### src/rtl/demux8_pkg.sv
// Shared constants and lane-state type for the 8-way write dispatcher.
// Optional broadcast support is enabled by defining DEMUX8_BCAST_EN.
package demux8_pkg;

    localparam int unsigned LANES     = 8;
    localparam int unsigned SEL_W     = 3;
    localparam int unsigned WIDTH_DEF = 32;
    localparam int unsigned CNT_W_DEF = 16;

    typedef enum logic {
        LANE_EMPTY = 1'b0,
        LANE_FULL  = 1'b1
    } lane_state_e;

endpackage

### src/rtl/dispatch_lane.sv
// One destination lane: a single-entry holding register with a valid/ready handshake.
module dispatch_lane
    import demux8_pkg::*;
#(
    parameter int unsigned WIDTH = WIDTH_DEF
) (
    input  logic             clk,
    input  logic             rst_n,
    input  logic             wr,
    input  logic             ready,
    input  logic [WIDTH-1:0] din,
    output logic             valid,
    output logic [WIDTH-1:0] data,
    output logic             free_c
);

    lane_state_e state_q;
    lane_state_e state_d;

    // Lane occupancy register
    always_ff @(posedge clk or negedge rst_n) begin
        if (!rst_n) begin
            state_q <= LANE_EMPTY;
        end else begin
            state_q <= state_d;
        end
    end

    // A write always wins over a drain, so fill-while-draining stays FULL
    always_comb begin
        state_d = state_q;
        case (state_q)
            LANE_EMPTY: if (wr) state_d = LANE_FULL;
            LANE_FULL:  if (!wr && ready) state_d = LANE_EMPTY;
            default:    state_d = LANE_EMPTY;
        endcase
    end

    // Data is kept after a drain; only a new write replaces it
    always_ff @(posedge clk or negedge rst_n) begin
        if (!rst_n) begin
            data <= '0;
        end else if (wr) begin
            data <= din;
        end
    end

    assign valid  = (state_q == LANE_FULL);
    assign free_c = !valid || ready;

endmodule

### src/rtl/demux8_dispatch.sv
// Routes one producer stream to one of 8 independently stalling lanes by select.
// Define DEMUX8_BCAST_EN to add iBcast, which writes all 8 lanes in one transfer.
module demux8_dispatch
    import demux8_pkg::*;
#(
    parameter int unsigned WIDTH = WIDTH_DEF,
    parameter int unsigned CNT_W = CNT_W_DEF
) (
    input  logic                   clk,
    input  logic                   rst_n,
    input  logic                   iValid,
    output logic                   oReady,
    input  logic [WIDTH-1:0]       iData,
    input  logic [SEL_W-1:0]       iSel,
    output logic [LANES-1:0]       oValid,
    input  logic [LANES-1:0]       iReady,
    output logic [LANES*WIDTH-1:0] oData,
    output logic [CNT_W-1:0]       oCount,
    output logic                   oBusy
`ifdef DEMUX8_BCAST_EN
    ,
    input  logic                   iBcast
`endif
);

    logic [LANES-1:0] lane_free;
    logic [LANES-1:0] lane_wr;
    logic             acc;
    logic [CNT_W-1:0] cnt_q;

    // Ready decode and write fan-out; ready never looks at iValid
    always_comb begin
        lane_wr = '0;
`ifdef DEMUX8_BCAST_EN
        if (iBcast) begin
            oReady = &lane_free;
        end else begin
            oReady = lane_free[iSel];
        end
`else
        oReady = lane_free[iSel];
`endif
        acc = iValid && oReady;
        if (acc) begin
`ifdef DEMUX8_BCAST_EN
            if (iBcast) begin
                lane_wr = '1;
            end else begin
                lane_wr[iSel] = 1'b1;
            end
`else
            lane_wr[iSel] = 1'b1;
`endif
        end
    end

    for (genvar k = 0; k < LANES; k++) begin : g_lane
        dispatch_lane #(
            .WIDTH (WIDTH)
        ) u_lane (
            .clk    (clk),
            .rst_n  (rst_n),
            .wr     (lane_wr[k]),
            .ready  (iReady[k]),
            .din    (iData),
            .valid  (oValid[k]),
            .data   (oData[k*WIDTH +: WIDTH]),
            .free_c (lane_free[k])
        );
    end

    // Accepted-transfer counter; a broadcast counts once
    always_ff @(posedge clk or negedge rst_n) begin
        if (!rst_n) begin
            cnt_q <= '0;
        end else if (acc) begin
            cnt_q <= cnt_q + CNT_W'(1);
        end
    end

    assign oCount = cnt_q;
    assign oBusy  = |oValid;

endmodule

### config.mk
export PLATFORM = sky130hd
export DESIGN_NAME = demux8_dispatch
export DESIGN_NICKNAME = d
export VERILOG_FILES = /design/src/rtl/demux8_pkg.sv /design/src/rtl/dispatch_lane.sv /design/src/rtl/demux8_dispatch.sv
export SDC_FILE = /design/constraint.sdc
export NUM_CORES = 1
export LEC_CHECK = 0
export ABC_CLOCK_PERIOD_IN_PS = 2650
export CELL_PAD_IN_SITES_DETAIL_PLACEMENT = 2
export CELL_PAD_IN_SITES_GLOBAL_PLACEMENT = 2
export CORE_MARGIN = 1
export CORE_UTILIZATION = 32
export DETAILED_ROUTE_END_ITERATION = 8
export PLACE_DENSITY = 0.75
export SLEW_MARGIN = 15
export SYNTH_ARGS = -nofsm -noshare
export SYNTH_HDL_FRONTEND = slang
export SYNTH_SLANG_ARGS = --single-unit
### constraint.sdc
create_clock -name clk -period 2.65 [get_ports clk]
set_input_delay 0.53 -clock clk [delete_from_list [all_inputs] [get_ports clk]]
set_output_delay 0.53 -clock clk [all_outputs]
set_load 0.01 [all_outputs]
## Yosys cells after proc, flatten, opt, wreduce, memory -nomap -nowiden

Cells that the tools add are included.

- $add $sub $neg: 1
- $lt $le $gt $ge: 2
- Multiplexer cells: 29
- Bitwise operators: 8
- Reduce and logical (&&, ||, !) cells: 35

Operators by type and width:

| operator | count |
|---|---|
| 2-to-1 mux 1 bit | 18 |
| adder 16 x 1 -> 16 bit (second input constant) | 1 |
| logical NOT 1 bit | 16 |
| case mux 1 bit (2 select lines) | 8 |
| logical AND 1 bit | 10 |
| logical OR 1 bit | 8 |
| 2-to-1 mux 8 bit | 1 |
| NOT 1 bit | 8 |
| OR reduction 8 bit | 1 |
| < comparator 3 x 4 -> 1 bit (second input constant) | 1 |
| binary-select mux 1 bit (select 3 bit) | 1 |
| demux 1 bit (select 3 bit) | 1 |
| >= comparator 3 x 1 -> 1 bit (second input constant) | 1 |

- Register bits after elaboration: 280
- Bits of input ports: 46
- Output and inout bits: 282
- Word-level logic and storage cells: 92

## Longest topological paths before layout

- Word-level depth: 10
- Depth in mapped cells: 6
- Depth with buffers taken out: 5

## Cells and area by module

A second synthesis with hierarchy kept.

- Cells, all modules: 658
- Area, all modules: 11,962.7 um2

By module, submodules not included:

| module | instances | cells an instance | area an instance (um2) | sequential area each (um2) |
|---|---|---|---|---|
| dispatch_lane | 8 | 71 | 1,378.8 | 825.8 |
| demux8_dispatch | 1 | 90 | 932.1 | 400.4 |

## Worst setup path after synthesis

No wires, ideal clock.

- Path type: input port to flip-flop
- From: input port iSel[0]
- To: register g_lane[2].u_lane.data[10]
- Setup time: 0.125 ns
- Arrival time: 1.841 ns
- Required time: 2.525 ns
- Slack: 0.684 ns
- Cell stages on the path: 6
- Buffers on the path: 1
- Cells stage by stage: or2_2 o22ai_1 nor2_1 nand2_1 buf_4 mux2_2

- Word-level cells in the longest chain between the ends: 5
- Elaborated cells between the ends (all ways): 9
- Those cells by class: order compare (2); mux (5); reduce/logical (2)

Ends and longest elaborated chain:

| element | line | text |
|---|---|---|
| from (decl) | demux8_dispatch.sv:14 | `input logic [SEL_W-1:0] iSel,` |
| < comparator 3 x 4 -> 1 bit (implied by the code) or >= comparator 3 x 1 -> 1 bit (tied branches) | demux8_dispatch.sv:52 | `lane_wr[iSel] = 1'b1;` |
| logical AND 1 bit (implied by the code) | demux8_dispatch.sv:52 |  |
| 2-to-1 mux 1 bit (implied by the code) | demux8_dispatch.sv:52 |  |
| demux 1 bit (select 3 bit) | demux8_dispatch.sv:52 |  |
| 2-to-1 mux 8 bit (*) | demux8_dispatch.sv:44 | `if (acc) begin` |
| to (signal assigned) | dispatch_lane.sv:44 | `data <= din;` |
| to (decl) | dispatch_lane.sv:13 | `output logic [WIDTH-1:0] data,` |

Mark *: on every way between the ends. The rest lies on a longest branch, timed or not. The select of a mux whose other input is x is not followed.
A chain may end at the register's enable or synchronous reset.

## Worst setup path in the final report

- From: input port iSel[2]
- To: output port oReady

- Word-level cells in the longest chain between the ends: 2

Ends and longest elaborated chain:

| element | line | text |
|---|---|---|
| binary-select mux 1 bit (select 3 bit) | demux8_dispatch.sv:41 | `oReady = lane_free[iSel];` |
| 2-to-1 mux 1 bit (implied by the code) | demux8_dispatch.sv:41 |  |
| to (decl) | demux8_dispatch.sv:12 | `output logic oReady,` |

No other way between the ends. The select of a mux whose other input is x is not followed.

==> impl_results.md <==
* Status: finished clean
* First drt pass iteration count at 3
* Max-cap violations at 0
* CTS HTree Levels at 1
* Data required time of the worst path at 2120 ps
* Pins Over Slew Limit at 0
* DR vias/cell at about 4.8
* Clk Latency, worst-skew pair at 550 ps
* Synth Area in Compound Gates at 1.54%
* Design area at between 15000 and 20000 um2
* Worst Setup End Kind: output port
* Initial antenna violation count at 0
* Worst-case clock buffer depth at 3
* Startpoint Class: input port
* Ports at 328
* GPL Wtd Cong at 0.774
* CTS sink cnt at 280
* Tot GR Track Use at roughly 20%
* Post-synth EDFFs at 0
* # DRC at 0
* Crit path max fanout at 6
* Drt wl/cell at 23.0 um
* Synth async-reset ratio at 100%
* Routed WL at between 30 and 40 mm
* Synth cell types at 42
* Starting Density at 32.5%
* Leakage at 6.86 nW
* Synth Flop Type: dfrtp_1
* Mean post-synth cell area at 16.4 um2
* Post-CTS Setup Inserts at 0
* IO Port Bufs at 327
* Row Count at 67
* Seq/Total Area, Yosys at between 60 and 70%
* Synthesis-to-finish area growth at 47.7%
* Yosys warning count at 0
* Final period util at 97.4%
* Fraction of layout cells with a size suffix above 1 at 30.5%
* Area fraction of the dominant cell type after synthesis at 64.3%
* Num CTS Buffers at 31
* Pin count of the biggest net entering global routing at between 70 and 80
* Leading post-synthesis cells by cell area: dfrtp_1 64%, mux2_2 20%, mux2_1 4.3%
* Die H at ~190 um
* Die area at between 30000 and 40000 um2
* Vias in the first global route at between 8k and 9k
* DP Area at 15100 um2
* Final Instance Count excl. Fillers at around 1.5k
* Reg clk slew, reported paths at 60 ps
* Area of the core at 33500 um2
* Gr ovfl total at 0
* Nets at 1081
* CTS tree: built
* Worst hold path type: reg -> reg
* Synthesized flop and latch total at 280
* Dpl cells at roughly 1.4k
* Starting DRT DRC Count at ~170
* Worst-Margin Slew at 642 ps
* Dominant combinational cell family by area after synthesis: multiplexers
* Final worst slack at 68.9 ps
* Place WS at -182 ps
* Die width at ~190 um
* Min Tclk post-route at 2580 ps
* Total nets after synthesis at 711
* First-pass GRT wire length at between 50 and 60 mm
* Relative slew slack at 57.2%
* Setup CP Type: in -> out
* Pwr/cell area at 875 nW/um2
* Clock skew at between 8 and 9 ps
* Synth Area in Simple Gates at 3.15%
* Post-DP HPWL at 24.5 mm
* Root buf cell: clkbuf_16
* Mux contribution to synthesized area at 27.2%
* Commonest cells in the netlist: 280 x dfrtp_1, 195 x mux2_2, 42 x mux2_1, 20 x mux2_4, 17 x buf_4
* Routed vias at 7179
* Worst Hold Slack at 485 ps
* Mapped Cells at 664
* Synth area leader: dfrtp_1
* Max Freq at ~0.39 GHz
* Worst vdd ir at 0.627 mV
* CP arrival at 2050 ps
* Number of inserted diodes at 0
* Final ANT Viol Nets at 0
* RSZ-0062 raised after global routing: no
* Adder-cell share of the synthesized area at 0.115%
* Hold violation total from the final report at 0
* XOR/XNOR share of the synthesized area at 1.21%
* Setup-failing EPs final at 0
* Mapped cell area at 10900 um2
* Most common cell in the netlist: dfrtp_1
## where the power goes
group	switching, mW	internal, mW	leakage [nW]
Clock	1.71	2.44	0.478
Combinational	1.64	2.48	2.99
Sequential	0.567	5.25	3.40
## flip-flops by register name, indices dropped and copies added (netlist names)
name and cells:
g_lane.u_lane.data 256, oCount 16, g_lane.u_lane.valid 8
## routing by layer
metal	vias up	routed length [um]	global-route usage (%)
met5	-	0	0
li1	3092	-	-
met2	230	17300	34.7
met3	57	2360	6.06
met1	3800	13900	24.1
met4	0	1020	5.67
## layout by cell type, fill, tap and decap left out, types with 3 or more instances in the layout
| cell type | instances |
|---|---|
| and2_1 | 3 |
| and3_1 | 3 |
| buf_12 | 22 |
| buf_4 | 22 |
| clkbuf_1 | 7 |
| clkbuf_16 | 31 |
| clkbuf_8 | 8 |
| clkdlybuf4s50_1 | 324 |
| clkinv_2 | 3 |
| dfrtp_1 | 280 |
| mux2_1 | 42 |
| mux2_2 | 195 |
| mux2_4 | 20 |
| nand2_1 | 10 |
| nand2_2 | 4 |
| nand2b_1 | 7 |
| nor2_1 | 3 |
| nor2_4 | 4 |
| nor2b_1 | 3 |
| o2111ai_1 | 4 |
| o211ai_1 | 7 |
| xnor2_1 | 15 |
## through the flow
step                      TNS (ps)  power [mW]  utilization (%)
after floorplan                  0        7.28                -
after global placement       -2020        9.87             45.1
after detailed placement    -12260        10.0             45.1
after CTS                        0        14.3             48.0
after global routing             0        14.7             48.0
final                            0        14.1             48.0
## layout make-up
| class | instances | area, um2 |
|---|---|---|
| Tap cell | 448 | 561 |
| Sequential cell | 280 | 7010 |
| Inverter | 2 | 7.51 |
| Fill cell | 3149 | 17400 |
| Timing Repair Buffer | 372 | 3890 |
| Clock inverter | 5 | 53.8 |
| Multi-Input combinational cell | 347 | 3650 |
| Clock buffer | 46 | 912 |
## what timing repair did
action	4_1_cts	5_1_grt
endpoints found under the setup margin	1	1
resized for setup	1	2
pin swaps	0	0
hold buffers	1	0
hold endpoints to repair	38	0
## path summary, 6_finish.rpt
path / start / end / slack (ps) / depth (start not counted)
setup / recovery: iSel[2] / oReady / 70 / 6
hold / removal: oCount[15] / oCount[15] / 490 / 1
setup reg to reg: g_lane[5].u_lane.valid / g_lane[4].u_lane.data[2] / 500 / 7
hold reg to reg: oCount[15] / oCount[15] / 490 / 1
max in group asynchronous: rst_n / g_lane[6].u_lane.data[5] / 1340 / 3
min in group asynchronous: rst_n / oCount[5] / 560 / 2
## logic make-up after synthesis
| logic type | after synthesis |
|---|---|
| flip-flops | 280 |
| buffers and inverters | 37 |
| adder cells (fa/ha/maj) | 1 |
| AO/OA/AOI/OAI | 20 |
| XOR/XNOR | 15 |
| multiplexers | 257 |
| AND/OR/NAND/NOR | 54 |
## critical path, stage by stage
cell	delay, ps
clkdlybuf4s50_1	490
or2_2	340
o22ai_2	200
nand4b_1	130
o41ai_1	70
dlygate4sd2_1	280
Note: power is estimated with default switching activity, not from simulation.
